==> config.mk <==
export PLATFORM = sky130hd
export DESIGN_NAME = fruit_motion
export DESIGN_NICKNAME = d
export VERILOG_FILES = /design/src/rtl/fruit_motion_pkg.sv /design/src/rtl/fruit_kinematics.sv /design/src/rtl/fruit_motion.sv
export SDC_FILE = /design/constraint.sdc
export NUM_CORES = 1
export LEC_CHECK = 0
export BUFFER_PORTS_ARGS = -buffer_cell sky130_fd_sc_hd__buf_2
export CORE_UTILIZATION = 45
export DETAILED_ROUTE_END_ITERATION = 10
export GPL_TIMING_DRIVEN = 0
export PLACE_DENSITY = 0.7
export SYNTH_ARGS = -nofsm -noshare
export SYNTH_HDL_FRONTEND = slang
export SYNTH_HIERARCHICAL = 1
export SYNTH_SLANG_ARGS = --single-unit
export TNS_END_PERCENT = 1
==> constraint.sdc <==
create_clock -name clk -period 2.1 [get_ports clk]
set_input_delay 0.21 -clock clk [delete_from_list [all_inputs] [get_ports clk]]
set_output_delay 0.21 -clock clk [all_outputs]
set_load 0.05 [all_outputs]
==> src/rtl/fruit_motion_pkg.sv <==
// Shared definitions for the fruit trajectory slice: state encoding, screen
// geometry, datapath widths and a small velocity helper.
package fruit_motion_pkg;

    typedef enum logic [1:0] {
        ST_IDLE   = 2'd0,
        ST_FLY    = 2'd1,
        ST_FALL   = 2'd2,
        ST_RETIRE = 2'd3
    } fruitState_t;

    localparam int SCREEN_W = 640;
    localparam int SCREEN_H = 480;
    localparam int VEL_W    = 8;
    localparam int POSX_W   = 10;
    localparam int POSY_W   = 9;

    // A sliced fruit may no longer travel upwards, so negative velocity is floored at zero.
    function automatic logic signed [VEL_W-1:0] clampUp(input logic signed [VEL_W-1:0] v);
        return (v < 0) ? '0 : v;
    endfunction

endpackage

==> src/rtl/fruit_kinematics.sv <==
// Combinational per-frame motion step. Position wraps modulo the register
// width, and downward velocity gains gravity, then saturates.
module fruit_kinematics
    import fruit_motion_pkg::*;
#(
    parameter int GRAVITY = 1,
    parameter int VY_MAX  = 12
) (
    input  logic        [POSX_W-1:0] posx_i,
    input  logic        [POSY_W-1:0] posy_i,
    input  logic signed [VEL_W-1:0]  vx_i,
    input  logic signed [VEL_W-1:0]  vy_i,
    output logic        [POSX_W-1:0] posxNext_o,
    output logic        [POSY_W-1:0] posyNext_o,
    output logic signed [VEL_W-1:0]  vyNext_o
);

    localparam logic signed [VEL_W:0] GRAV9  = (VEL_W+1)'(GRAVITY);
    localparam logic signed [VEL_W:0] VYMAX9 = (VEL_W+1)'(VY_MAX);

    logic signed [VEL_W:0] vySum;

    // Next position/velocity. The velocity sum is one bit wider so +127 plus gravity cannot overflow before the clamp.
    always_comb begin
        posxNext_o = posx_i + {{(POSX_W-VEL_W){vx_i[VEL_W-1]}}, vx_i};
        posyNext_o = posy_i + {{(POSY_W-VEL_W){vy_i[VEL_W-1]}}, vy_i};
        vySum      = $signed({vy_i[VEL_W-1], vy_i}) + GRAV9;
        vyNext_o   = (vySum > VYMAX9) ? VYMAX9[VEL_W-1:0] : vySum[VEL_W-1:0];
    end

endmodule

==> src/rtl/fruit_motion.sv <==
// Trajectory generator for one fruit slot: launch, per-frame ballistic update,
// arming against the out-of-bound flag, timeout and retire signalling.
// Optional feature macro: FRUIT_SLICE_EN enables slicing and the FALL state.
module fruit_motion
    import fruit_motion_pkg::*;
#(
    parameter int GRAVITY    = 1,
    parameter int VY_MAX     = 12,
    parameter int MAX_FRAMES = 255
) (
    input  logic                     clk,
    input  logic                     rst,
    input  logic                     frame_tick,
    input  logic                     launch,
    input  logic        [POSX_W-1:0] launch_x,
    input  logic        [POSY_W-1:0] launch_y,
    input  logic signed [VEL_W-1:0]  launch_vx,
    input  logic signed [VEL_W-1:0]  launch_vy,
    input  logic                     slice,
    input  logic                     oob,
    output logic        [POSX_W-1:0] posx,
    output logic        [POSY_W-1:0] posy,
    output logic                     active,
    output logic                     sliced,
    output logic                     retire,
    output logic                     missed
);

    localparam int CNT_W = $clog2(MAX_FRAMES + 1);

    fruitState_t              state_q, state_d;
    logic        [POSX_W-1:0] posx_q, posx_d;
    logic        [POSY_W-1:0] posy_q, posy_d;
    logic signed [VEL_W-1:0]  vx_q, vx_d;
    logic signed [VEL_W-1:0]  vy_q, vy_d;
    logic        [CNT_W-1:0]  frameCnt_q, frameCnt_d;
    logic                     armed_q, armed_d;
    logic                     sliced_q, sliced_d;
    logic                     missFlag_q, missFlag_d;
    logic                     tick1_q, tick1_d;
    logic                     tick2_q, tick2_d;

    logic                     sliceHit;
    logic signed [VEL_W-1:0]  vxEff, vyEff;
    logic        [POSX_W-1:0] posxNext;
    logic        [POSY_W-1:0] posyNext;
    logic signed [VEL_W-1:0]  vyNext;

`ifdef FRUIT_SLICE_EN
    assign sliceHit = (state_q == ST_FLY) && slice;
    assign sliced   = sliced_q;
`else
    logic unusedSlice;
    assign unusedSlice = slice;
    assign sliceHit    = 1'b0;
    assign sliced      = 1'b0;
`endif

    // A slice overrides velocity before any same-cycle frame update sees it.
    always_comb begin
        vxEff = vx_q;
        vyEff = vy_q;
        if (sliceHit) begin
            vxEff = '0;
            vyEff = clampUp(vy_q);
        end
    end

    fruit_kinematics #(
        .GRAVITY (GRAVITY),
        .VY_MAX  (VY_MAX)
    ) u_kinematics (
        .posx_i     (posx_q),
        .posy_i     (posy_q),
        .vx_i       (vxEff),
        .vy_i       (vyEff),
        .posxNext_o (posxNext),
        .posyNext_o (posyNext),
        .vyNext_o   (vyNext)
    );

    // Next-state logic: the oob sample lands two cycles after a tick, once the detector has registered the new position.
    always_comb begin
        state_d    = state_q;
        posx_d     = posx_q;
        posy_d     = posy_q;
        vx_d       = vx_q;
        vy_d       = vy_q;
        frameCnt_d = frameCnt_q;
        armed_d    = armed_q;
        sliced_d   = sliced_q;
        missFlag_d = missFlag_q;
        tick1_d    = 1'b0;
        tick2_d    = tick1_q;
        case (state_q)
            ST_IDLE: begin
                tick2_d = 1'b0;
                if (launch) begin
                    posx_d     = launch_x;
                    posy_d     = launch_y;
                    vx_d       = launch_vx;
                    vy_d       = launch_vy;
                    frameCnt_d = '0;
                    armed_d    = 1'b0;
                    sliced_d   = 1'b0;
                    missFlag_d = 1'b0;
                    state_d    = ST_FLY;
                end
            end
            ST_FLY, ST_FALL: begin
                tick1_d = frame_tick;
                if (sliceHit) begin
                    state_d  = ST_FALL;
                    sliced_d = 1'b1;
                    vx_d     = vxEff;
                    vy_d     = vyEff;
                end
                if (frame_tick) begin
                    posx_d     = posxNext;
                    posy_d     = posyNext;
                    vy_d       = vyNext;
                    frameCnt_d = frameCnt_q + 1'b1;
                end
                if (frameCnt_q == CNT_W'(MAX_FRAMES)) begin
                    state_d    = ST_RETIRE;
                    missFlag_d = 1'b0;
                end else if (tick2_q) begin
                    if (!oob) begin
                        armed_d = 1'b1;
                    end else if (armed_q) begin
                        state_d    = ST_RETIRE;
                        missFlag_d = ~(sliced_q | sliceHit);
                    end
                end
            end
            ST_RETIRE: begin
                state_d = ST_IDLE;
            end
            default: begin
                state_d = ST_IDLE;
            end
        endcase
    end

    // State and datapath registers.
    always_ff @(posedge clk or posedge rst) begin
        if (rst) begin
            state_q    <= ST_IDLE;
            posx_q     <= '0;
            posy_q     <= '0;
            vx_q       <= '0;
            vy_q       <= '0;
            frameCnt_q <= '0;
            armed_q    <= 1'b0;
            sliced_q   <= 1'b0;
            missFlag_q <= 1'b0;
            tick1_q    <= 1'b0;
            tick2_q    <= 1'b0;
        end else begin
            state_q    <= state_d;
            posx_q     <= posx_d;
            posy_q     <= posy_d;
            vx_q       <= vx_d;
            vy_q       <= vy_d;
            frameCnt_q <= frameCnt_d;
            armed_q    <= armed_d;
            sliced_q   <= sliced_d;
            missFlag_q <= missFlag_d;
            tick1_q    <= tick1_d;
            tick2_q    <= tick2_d;
        end
    end

    assign posx   = posx_q;
    assign posy   = posy_q;
    assign active = (state_q == ST_FLY) || (state_q == ST_FALL);
    assign retire = (state_q == ST_RETIRE);
    assign missed = (state_q == ST_RETIRE) && missFlag_q;

endmodule

Word level (Yosys, flattened, before mapping)
Index checks and enable logic that the tools add are counted.
{"block": "word_totals", "register_bits": 49, "word_cells": 68}
{"block": "classes", "n_mux": 31, "magnitude_cmp": 1, "eq_ne": 12, "n_reduce_logical": 10, "n_addsub": 4}
{"cell": "$mux 8", "n": 5}
{"cell": "$pmux 8 s2", "n": 2}
{"cell": "$mux 10", "n": 2}
{"cell": "$pmux 10 s2", "n": 1}
{"cell": "$mux 9", "n": 2}
{"cell": "$pmux 9 s2", "n": 1}
{"cell": "$add 10x10->10", "n": 1}
{"cell": "$mux 1", "n": 10}
{"cell": "$mux 2", "n": 5}
{"cell": "$ne 2x2->1 const B", "n": 5}
{"cell": "$reduce_and 5->1", "n": 2}
{"cell": "$add 8x2->9 const B", "n": 1}
{"cell": "$add 9x9->9", "n": 1}
{"cell": "$gt 9x5->1 const B", "n": 1}
{"cell": "$ne 3x3->1 const B", "n": 3}
{"cell": "$add 8x1->8 const B", "n": 1}
{"cell": "$eq 8x8->1 const B", "n": 1}
{"cell": "$pmux 2 s3", "n": 1}
{"cell": "$eq 2x2->1 const B", "n": 2}
{"cell": "$pmux 1 s2", "n": 2}
{"cell": "$reduce_and 4->1", "n": 1}
{"cell": "$reduce_and 3->1", "n": 1}
{"cell": "$eq 2x1->1 const B", "n": 1}
{"cell": "$logic_not 2->1", "n": 1}
{"cell": "other kinds (5)", "n": 5}

Logic depth before layout (Yosys ltp)
{"block": "depth", "ltp_word": 5, "depth_mapped": 9, "depth_no_buf": 9}

Cells and area by module
Netlist, hierarchy kept.
{"module": "fruit_motion", "seq_area_each_um2": 1226.2, "instances": 1, "area_each_um2": 2312.2, "cells_each": 220}
{"module": "fruit_kinematics", "seq_area_each_um2": 0.0, "instances": 1, "area_each_um2": 882.1, "cells_each": 114}

Worst setup path before layout
OpenSTA, ideal clock, no wires.
{"block": "synth_timing", "path_type": "register to register", "from": "register state_q[1]", "to": "register frameCnt_q[5]", "t_arrival_ns": 2.331, "path_stages_with_launch": 9, "setup_slack_ns": -0.309, "synth_period_minus_slack_ns": 2.409, "cell_sequence": "dfrtp_1 inv_1 ha_1 clkbuf_1 mux2i_2 or2_1 buf_2 or4_1 a21oi_1"}
{"block": "synth_via", "elab_chain_len": 4, "elab_cells_between_ends": 9, "cone_classes": "4 x eq/ne; 1 x mux; 4 x reduce/logical"}
{"element": "start: declaration", "line_no": "fruit_motion.sv:31", "rtl": "fruitState_t state_q, state_d;"}
{"element": "start signal: assignment", "line_no": "fruit_motion.sv:160", "rtl": "state_q <= state_d;"}
{"element": "$eq 2x1->1 or $eq 2x2->1 (tied branches)", "line_no": "fruit_motion.sv:95", "rtl": "case (state_q)"}
{"element": "$reduce_or 2->1", "line_no": "fruit_motion.sv:95"}
{"element": "$ne 2x2->1 (no source line) or $reduce_bool 2->1 (tied branches)"}
{"element": "$reduce_and 3->1 (no source line)"}
{"element": "end signal: assignment", "line_no": "fruit_motion.sv:165", "rtl": "frameCnt_q <= frameCnt_d;"}
{"element": "end: declaration", "line_no": "fruit_motion.sv:36", "rtl": "logic [CNT_W-1:0] frameCnt_q, frameCnt_d;"}
Parallel ways exist; a longest one is shown, timed or not.
A chain may end at the register's enable or synchronous reset.

Worst setup path in the final report
Ends and elaborated chain as after synthesis.

==> results by group <==
Run status
  • Status: finished, violations left
  • Violated checks: negative setup slack

Die
  • Chip height: 86.3 um
  • Die area: 7440 um2
  • Die Wd: 86.3 um
  • Rows: 30
  • Area of the core: 6830 um2
  • Initial core utilization: 46.8%
  • Io pins: 64

Logic synthesis
  • Sequential fraction of the synthesis area: 38.4%
  • Number of distinct library cells after synthesis: 47
  • Syn_area_per_cell: 9.56 um2
  • Syn nets: 399
  • Number of flops mapped to enable cells by yosys: 0
  • Ys Warns: 6
  • Share of flip-flops with an asynchronous set or reset: 100%
  • Post-synth top area share: 38.4%
  • Gate Count Post-Synth: 334
  • Yosys reg bits: 49
  • Synth Cell Area: 3190 um2
  • Synth area leaders: dfrtp_1 (38%), mux2i_1 (9.1%), ha_1 (8.6%), xnor2_1 (5.2%), o21ai_0 (5.0%)
  • Main synth FF type: dfrtp_1
  • Synth area leader: dfrtp_1

Global routing
  • GR Overflow Total: 0
  • Vias in the first global route: 2614
  • Maximum number of pins on one net before global-route repair: 32
  • First-pass GRT wire length: 12300 um
  • Antenna violations before repair: 0
  • GRT Util Overall: 21.1%

Worst setup path
  • Worst setup path endpoint: frameCnt_q[5]
  • Worst Setup SP: state_q[1]
  • Worst setup SP type: flop
  • Reg2Reg Depth: 8
  • Critical path arrival: 2.34 ns
  • Critical Path Sink Type: flop
  • R2r endpoint: frameCnt_q[5]
  • CP Data Required Time: 2.33 ns
  • Critical Setup Path Class: reg2reg
  • Flop2flop setup slack: -0.009 ns
  • CP max FO: 10
  • R2R Path Start: state_q[1]

Cells and area
  • Most frequent cells in the layout: buf_2 (63), dfrtp_1 (41), nand2_1 (39)
  • Nets: 476
  • Area grow syn2layout: 23.9%
  • Antenna diode count: 0
  • Layout cells sized above 1: 31.1%
  • Commonest non-fill, non-tap cell in the layout: buf_2

Clocking
  • CTS tree: done
  • Clock Tree Buf Depth: 2
  • Max H-tree Level: 2
  • Clock root cell: clkbuf_8
  • Clk Latency, worst-skew pair: 0.31 ns
  • Clock slew at reported path FFs: 0.10 ns
  • Num CTS Buffers: 5
  • Sink Count: 49

STA
  • Final worst path period need: 2.11 ns
  • Clock Skews: 0.0101 ns
  • Pins over their slew limit: 0
  • Worst-Margin Slew: 0.895 ns
  • Final hold slack: 0.132 ns
  • Final cycle utilization of the critical path: 100%
  • Post-Route Setup TNS: -0.00859 ns
  • Final setup fails: 1
  • Worst rel slew slack: 40.3%
  • Fmax: 0.474 GHz
  • Slack of the critical path: -0.00859 ns
  • RSZ-0062 raised after global routing: yes
  • Hold Vio Cnt, Final: 0

Pwr
  • Leakage: 1.94 nW
  • Pwr/cell area: 1850 nW/um2
  • Max IR drop VDD: 883 uV
  • Pwr Total: 7.31 mW

Min path
  • Hold crit path type: in2reg

Route
  • WL final: 7270 um
  • DRC errors left: 0
  • DR vias: 2667
  • Routed len/inst: 14.3 um
  • Via density per instance: 5.25
  • Post-route ant nets: 0
  • DR iter-0 viols: 116
  • DRT Pass-1 Iters: 4

Run
  • Max Cap Viol: 0

Placement
  • Dpl hpwl: 5290 um
  • Number of I/O port buffers: 61
  • GP Congestion: 0.814
[worst max-delay path, stage by stage (launching register included)]
cell      delay [ns]
dfrtp_1         0.41
inv_2           0.08
ha_4            0.20
clkbuf_8        0.14
nor2b_4         0.14
or2_1           0.25
buf_6           0.15
or4_1           0.51
a21oi_1         0.14
[sequential cells by signal, indices dropped and copies added, names as in the netlist]
| name | cells |
|---|---|
| posx | 10 |
| posy | 9 |
| frameCnt_q | 8 |
| vxEff | 8 |
| vyEff | 8 |
| state_q | 2 |
| armed_q | 1 |
| missFlag_q | 1 |
| tick1_q | 1 |
| tick2_q | 1 |
[repair_timing]
| action | in CTS | in global routing |
|---|---|---|
| setup buffers | 7 | 0 |
| pin swaps | 12 | 8 |
| hold buffers | 1 | 0 |
| resized for setup | 13 | 12 |
| hold endpoints to repair | 18 | 0 |
| setup endpoints to repair | 28 | 26 |
[cells by family (layout without fill, tap and decap cells)]
| logic type | Yosys count | count (layout) | synth area share [%] |
|---|---|---|---|
| AO/OA/AOI/OAI | 72 | 72 | 13.6 |
| other | 1 | 1 | 0.117 |
| adder cells (fa/ha/maj) | 24 | 24 | 9.87 |
| buffers and inverters | 22 | 100 | 2.90 |
| flip-flops | 49 | 49 | 38.4 |
| multiplexers | 38 | 38 | 12.3 |
| AND/OR/NAND/NOR | 100 | 100 | 15.2 |
| XOR/XNOR | 28 | 28 | 7.68 |
[per-layer routing]
metal	vias to the layer above	global-route usage, %	routed length [um]
li1	1329	-	-
met1	1270	27.9	3340
met2	61	35.4	3510
met3	7	4.48	341
met4	0	5.15	86
met5	-	0	0
[metrics by stage]
step | instance area, um2 | setup slack (ns) | std cells | util [%]
2_1_floorplan | 3310 | -0.0296 | 334 | -
3_3_place_gp | 3730 | -0.153 | 491 | 54.6
3_5_place_dp | 3750 | -0.192 | 492 | 54.9
4_1_cts | 3940 | -0.00565 | 508 | 57.7
5_1_grt | 3960 | -0.0903 | 508 | 57.9
6_report | 3960 | -0.00859 | 508 | 57.9
[how the worst min path moves through the flow]
stage	startpoint	endpoint	slack (ns)	depth (start not counted)
2_1_floorplan	frame_tick	tick1_q	0.34	1
3_3_place_gp	launch_vx[3]	vxEff[3]	0.44	2
3_5_place_dp	rst	frameCnt_q[0]	0.24	2
4_1_cts	launch_vx[3]	vxEff[3]	0.12	2
5_1_grt	launch_vx[6]	vxEff[6]	0.12	2
6_report	launch_vx[3]	vxEff[3]	0.13	2
[synth_stat cells, types with 2 or more instances]
master	number
o21ai_0	32
a21o_1	5
buf_4	2
nor2_1	14
nor2b_1	3
a31oi_1	3
mux2_2	8
xor2_1	9
nand2_1	39
nand3_1	15
fa_1	2
nor4_1	2
and2_1	6
a21oi_1	16
xnor2_1	19
o21a_1	2
and3_1	3
o211ai_1	2
ha_1	22
mux2i_1	29
inv_1	9
o21ai_1	3
dfrtp_1	49
clkbuf_1	8
nor3_1	4
o21bai_1	3
nand4_1	2
nor3b_1	3
buf_2	2
[cell type report]
cell class / instances / area (um2)
buffer: 13 / 81.3
clock inverter: 1 / 5.00
inverter: 9 / 33.8
multi-input combinational: 263 / 2000
clock buffer: 7 / 96.3
fill: 645 / 2870
timing repair buffer: 70 / 388
sequential: 49 / 1240
tap: 96 / 120
[power breakdown]
| part | leakage (nW) | switching, mW | total [mW] | internal [mW] |
|---|---|---|---|---|
| clock network | 0.0542 | 0.330 | 0.628 | 0.299 |
| logic | 1.29 | 2.77 | 4.82 | 2.05 |
| registers | 0.596 | 0.452 | 1.86 | 1.41 |
| total | 1.94 | 3.55 | 7.31 | 3.75 |
No activity file was read; power rests on OpenSTA's default activity.
